$ cat src/rtl/frame_readout.sv
// Streams a captured frame from a byte-wide buffer as RGB565 pixels over valid/ready.
// Two bytes per pixel at consecutive addresses, high byte first; one readout per start_read.
module frame_readout #(
  parameter int unsigned H_RES     = 160,
  parameter int unsigned TOTAL_ROW = 120,
  parameter int unsigned BUFF_BITS = 16
) (
  input  logic                 clk,
  input  logic                 rst_n,
  input  logic                 start_read,
  input  logic                 frame_captured,
  output logic [BUFF_BITS-1:0] rd_addr,
  input  logic [7:0]           rd_data,
  output logic [15:0]          pix_data,
  output logic                 pix_valid,
  input  logic                 pix_ready,
  output logic                 line_end,
  output logic                 frame_end,
  output logic                 busy,
  output logic                 done
);

  localparam int unsigned X_W = (H_RES > 1) ? $clog2(H_RES) : 1;
  localparam int unsigned Y_W = (TOTAL_ROW > 1) ? $clog2(TOTAL_ROW) : 1;

  typedef enum logic [2:0] {
    IDLE,
    REQ_HI,
    CAP_HI,
    CAP_LO,
    SEND,
    DONE
  } state_e;

  state_e               state_q, state_d;
  logic [BUFF_BITS-1:0] rd_addr_q, rd_addr_d;
  logic [7:0]           hi_q, hi_d;
  logic [15:0]          pix_data_q, pix_data_d;
  logic                 pix_valid_q, pix_valid_d;
  logic                 line_end_q, line_end_d;
  logic                 frame_end_q, frame_end_d;
  logic                 busy_q, busy_d;
  logic                 done_q, done_d;
  logic [X_W-1:0]       x_q, x_d;
  logic [Y_W-1:0]       y_q, y_d;
  logic                 last_x_c;
  logic                 last_y_c;

  assign last_x_c = (x_q == X_W'(H_RES - 1));
  assign last_y_c = (y_q == Y_W'(TOTAL_ROW - 1));

  // State register
  always_ff @(posedge clk) begin
    if (!rst_n) begin
      state_q     <= IDLE;
      rd_addr_q   <= '0;
      hi_q        <= '0;
      pix_data_q  <= '0;
      pix_valid_q <= 1'b0;
      line_end_q  <= 1'b0;
      frame_end_q <= 1'b0;
      busy_q      <= 1'b0;
      done_q      <= 1'b0;
      x_q         <= '0;
      y_q         <= '0;
    end else begin
      state_q     <= state_d;
      rd_addr_q   <= rd_addr_d;
      hi_q        <= hi_d;
      pix_data_q  <= pix_data_d;
      pix_valid_q <= pix_valid_d;
      line_end_q  <= line_end_d;
      frame_end_q <= frame_end_d;
      busy_q      <= busy_d;
      done_q      <= done_d;
      x_q         <= x_d;
      y_q         <= y_d;
    end
  end

  // Next-state and output logic
  always_comb begin
    state_d     = state_q;
    rd_addr_d   = rd_addr_q;
    hi_d        = hi_q;
    pix_data_d  = pix_data_q;
    pix_valid_d = pix_valid_q;
    line_end_d  = line_end_q;
    frame_end_d = frame_end_q;
    busy_d      = busy_q;
    done_d      = done_q;
    x_d         = x_q;
    y_d         = y_q;

    unique case (state_q)
      IDLE: begin
        if (start_read && frame_captured) begin
          rd_addr_d = '0;
          x_d       = '0;
          y_d       = '0;
          busy_d    = 1'b1;
          state_d   = REQ_HI;
        end
      end
      REQ_HI: begin
        rd_addr_d = rd_addr_q + BUFF_BITS'(1);
        state_d   = CAP_HI;
      end
      CAP_HI: begin
        hi_d    = rd_data;
        state_d = CAP_LO;
      end
      CAP_LO: begin
        pix_data_d  = {hi_q, rd_data};
        pix_valid_d = 1'b1;
        line_end_d  = last_x_c;
        frame_end_d = last_x_c && last_y_c;
        state_d     = SEND;
      end
      SEND: begin
        if (pix_ready) begin
          pix_valid_d = 1'b0;
          line_end_d  = 1'b0;
          frame_end_d = 1'b0;
          if (frame_end_q) begin
            busy_d  = 1'b0;
            done_d  = 1'b1;
            state_d = DONE;
          end else begin
            rd_addr_d = rd_addr_q + BUFF_BITS'(1);
            if (last_x_c) begin
              x_d = '0;
              y_d = y_q + Y_W'(1);
            end else begin
              x_d = x_q + X_W'(1);
            end
            state_d = REQ_HI;
          end
        end
      end
      DONE: begin
        done_d = 1'b1;
      end
      default: state_d = IDLE;
    endcase

    // Dropping start_read leaves any active state, overriding a same-cycle accept
    if (state_q != IDLE && !start_read) begin
      state_d     = IDLE;
      pix_valid_d = 1'b0;
      line_end_d  = 1'b0;
      frame_end_d = 1'b0;
      busy_d      = 1'b0;
      done_d      = 1'b0;
      rd_addr_d   = '0;
    end
  end

  assign rd_addr   = rd_addr_q;
  assign pix_data  = pix_data_q;
  assign pix_valid = pix_valid_q;
  assign line_end  = line_end_q;
  assign frame_end = frame_end_q;
  assign busy      = busy_q;
  assign done      = done_q;

endmodule

$ cat config.mk
export PLATFORM = sky130hd
export DESIGN_NAME = frame_readout
export DESIGN_NICKNAME = d
export VERILOG_FILES = /design/src/rtl/frame_readout.sv
export SDC_FILE = /design/constraint.sdc
export NUM_CORES = 1
export LEC_CHECK = 0
export CORE_MARGIN = 2
export CORE_UTILIZATION = 48
export CTS_CLUSTER_DIAMETER = 80
export CTS_CLUSTER_SIZE = 28
export DETAILED_ROUTE_END_ITERATION = 10
export PLACE_DENSITY_LB_ADDON = 0.25
export SLEW_MARGIN = 20
export SYNTH_ARGS = -nofsm -noshare
export SYNTH_HDL_FRONTEND = slang
export SYNTH_SLANG_ARGS = --single-unit
$ cat constraint.sdc
create_clock -name clk -period 1.6 [get_ports clk]
set_input_delay 0.4 -clock clk [delete_from_list [all_inputs] [get_ports clk]]
set_output_delay 0.4 -clock clk [all_outputs]
set_load 0.02 [all_outputs]
==> PnR_summary.wiki <==
{| class="wikitable"
! Metric !! Value
|-
| Maximum root-to-sink buffer count || 2
|-
| Depth of the worst hold-timing path || 2
|-
| Switching share of power || 28.3%
|-
| I/O pin count || 50
|-
| Seq pwr share || 49.0%
|-
| Normalized max-slew margin || 73.2%
|-
| Part of the power in combinational logic || 12.9%
|-
| Worst skew pair latency || 0.34 ns
|-
| Syn_area_per_cell || 8.80 um^2
|-
| PwrDens || 810 mW/mm^2
|-
| Largest net degree at the start of global routing || 35
|-
| Largest vdd supply drop || 0.000616 V
|-
| Summed instance area of the synthesized netlist || 0.00298 mm^2
|-
| Setup_tns || 0 ns
|-
| Nature of the critical path endpoint || output port
|-
| Leading cell type in the layout, fill and taps excluded || dfxtp_1
|-
| CP max FO || 6
|-
| Post-detailed-route DRC marker count || 0
|-
| Min Tclk post-route || 1.55 ns
|-
| Starting DRC count in detailed routing || 171
|-
| TritonRoute pass-1 iters || 4
|-
| Worst hold path type || register to register
|-
| Net count after synthesis || 355
|-
| Chip Width || 82.8 um
|-
| Vertical extent of the die || 82.8 um
|-
| Critical path depth in cells || 1
|-
| F_max || 645 MHz
|-
| N_diodes || 0
|-
| Fin nets || 440
|-
| Final weighted congestion in routability-driven placement || 0.834
|-
| Number of antenna-violating nets in the routed design || 0
|-
| Sequential area share after synthesis || 42.3%
|-
| Drt via density || 5.79
|-
| Critical Setup Path Class || register to output port
|-
| Post-layout power || 3310 uW
|-
| Period utilization || 96.9%
|-
| Number of setup violations in the final report || 0
|-
| Most frequent cells in the layout || dfxtp_1 (52), nand2_1 (50), dlygate4sd2_1 (40), buf_4 (38), nand3_1 (16)
|-
| Final slew viol count || 0
|-
| Delay of the slowest cell on the worst path || 0.44 ns
|-
| Setup repair after global routing missed its margin || no
|-
| CTS root buffer || clkbuf_8
|-
| Standard cell with the maximum stage delay on the critical path || dfxtp_1
|-
| Synthesis-to-layout area growth || 37.1%
|-
| Clock sink count || 63
|-
| Cell chain of the critical path || dlygate4sd2_1
|-
| Worst-case reg-to-reg path depth || 6
|-
| Congestion Overflow GR || 0
|-
| Buf+Inv Stages, Crit Path || 1
|-
| Leakage power figure || 0.00163 uW
|-
| Crit start category || register
|-
| CTS tree || yes
|-
| Yosys warns || 0
|-
| Met1 Usage GRT || 28.2%
|-
| Global-route wire length before repair || 13,000 um
|-
| Number of antenna violations at the first check in global routing || 0
|-
| Global routing usage on met2 || 37.6%
|-
| Clock network fraction of design power || 38.1%
|-
| Number of failing hold endpoints at the final stage || 0
|-
| Max Cap Viol || 0
|-
| Required time worst endpoint || 1.20 ns
|-
| Share of layout cells above drive strength 1 || 22.1%
|-
| Core box area || 0.00596 mm^2
|-
| Total routed wirelength || 7530 um
|-
| Cell family contributing the most delay on the critical path || flip-flops
|-
| Number of buffers created by CTS || 9
|-
| Tightest Pin Transition || 0.396 ns
|-
| Vias in the first global route || 2,752
|-
| Die Outline Area || 0.00686 mm^2
|-
| Count of buffers inserted at the top-level ports || 49
|-
| Floorplan row count || 28
|-
| Clock transition at the register clock pins on the worst setup and hold paths after CTS || 0.08 ns
|-
| Count of different cell masters after synthesis || 54
|-
| Total routing usage reported by global routing || 22.1%
|-
| Detailed-route via count || 2,919
|-
| Post-synthesis cell count || 339
|-
| CTS HTree Levels || 3
|-
| Number of flip-flops and latches in the synthesized netlist || 63
|-
| Internal power || 2370 uW
|-
| Placed wire-length estimate after detailed placement || 5050 um
|-
| Busiest grt layer || met2
|-
| Critical path arrival || 1.15 ns
|-
| Routed length per placed instance || 14.9 um
|-
| Fin Clk Skew || 0.0101 ns
|-
| Switching Power || 936 uW
|-
| Effective utilization at floorplan || 50.1%
|-
| Status || finished, final reports clean
|-
| Met3 demand-to-capacity share in global routing || 5.96%
|}
-- area by class of cell --
class,instances,area (um^2)
sequential,63,1280
clock inverter,7,56.3
clock buffer,9,124
multi-input combinational,254,1720
fill,505,1870
tap,75,93.8
timing repair buffer,91,788
inverter,5,23.8
-- cell usage after synthesis, drive strengths merged --
library cell	instances	area, um^2
clkbuf	10	38.8
a22o	2	17.5
nand2b	3	18.8
buf	8	53.8
a211o	4	35.0
nor3	8	51.3
nand4	3	18.8
nand3b	4	30.0
o311ai	1	8.76
and3	7	43.8
nand4bb	2	38.8
o311a	1	10.0
nand4b	1	8.76
nor2	13	48.8
o21a	3	22.5
or3	4	25.0
mux2i	13	130
and2	3	18.8
o21ai	14	73.8
a21boi	18	135
and3b	2	17.5
a21o	2	15.0
inv	5	18.8
o211ai	2	15.0
a31oi	11	68.8
nor4	2	12.5
nand2	51	191
o211a	2	20.0
or4	6	45.0
xnor2	3	26.3
o2111ai	1	8.76
nor4b	3	32.5
ha	3	37.5
o31ai	5	37.5
nor2b	9	56.3
a311oi	2	17.5
xor2	1	8.76
dfxtp	63	1260
nand3	17	85.1
and4	4	35.0
a41oi	6	52.6
a21oi	16	80.1
a221o	1	10.0
-- power by group through the flow --
stage	registers, uW	logic, uW	clock network, uW
floorplan	1650	229	0
global placement	1650	389	0
detailed placement	1660	395	0
CTS	1620	412	1300
global route	1630	465	1360
finish	1620	427	1260
-- through the flow --
step	worst slack [ns]	instances	area [um^2]	utilization [%]	hold slack, ns
after floorplan	-0.0219	339	3010	-	0.430
after global placement	-0.479	485	3810	64.1	0.440
after detailed placement	-0.516	485	3810	64.1	0.444
after CTS	0.00899	504	4010	67.3	0.452
after global routing	0.00124	504	4090	68.6	0.473
final	0.0489	504	4090	68.6	0.451
-- per-layer routing --
layer  vias up  share of wire (%)
met3         9                4.5
met2        75                 51
li1       1436                  -
met4         0               0.86
met1      1399                 44
met5         -                  0
-- sequential cells by signal, indices dropped and copies added (netlist names) --
signal and count:
done 1, hi_q 8, pix_data 16, busy 1, line_end 1, y_q 7, frame_end 1, state_q 3
x_q 8, rd_addr 16, pix_valid 1
-- final timing paths --
check	start	end	slack, ns
worst max-delay path	rd_addr[13]$_SDFFE_PP0P_	rd_addr[13]	0.05
worst min-delay path	pix_data[7]$_SDFFE_PN0P_	pix_data[7]$_SDFFE_PN0P_	0.45
worst max register to register	x_q[0]$_SDFFE_PN0P_	y_q[3]$_SDFFE_PN0P_	0.09
worst min register to register	pix_data[7]$_SDFFE_PN0P_	pix_data[7]$_SDFFE_PN0P_	0.45
-- what timing repair did --
item                                    in CTS  in global routing
resized for setup                           51                 24
hold buffers                                 0                  0
endpoints found under the setup margin      81                 33
pin swaps                                    1                  0
cloned                                       1                  0
setup buffers                                2                  0
-- logic make-up after synthesis --
family / after synthesis / synth area share [%]
AOI/OAI and AO/OA: 91 / 21.1
xor gates and xnor gates: 4 / 1.18
adders and majority gates: 3 / 1.26
buffers and inverters: 23 / 3.73
DFF: 63 / 42.3
muxes: 13 / 4.36
and+or+nand+nor: 142 / 26.1
No activity file was read; power rests on OpenSTA's default activity.
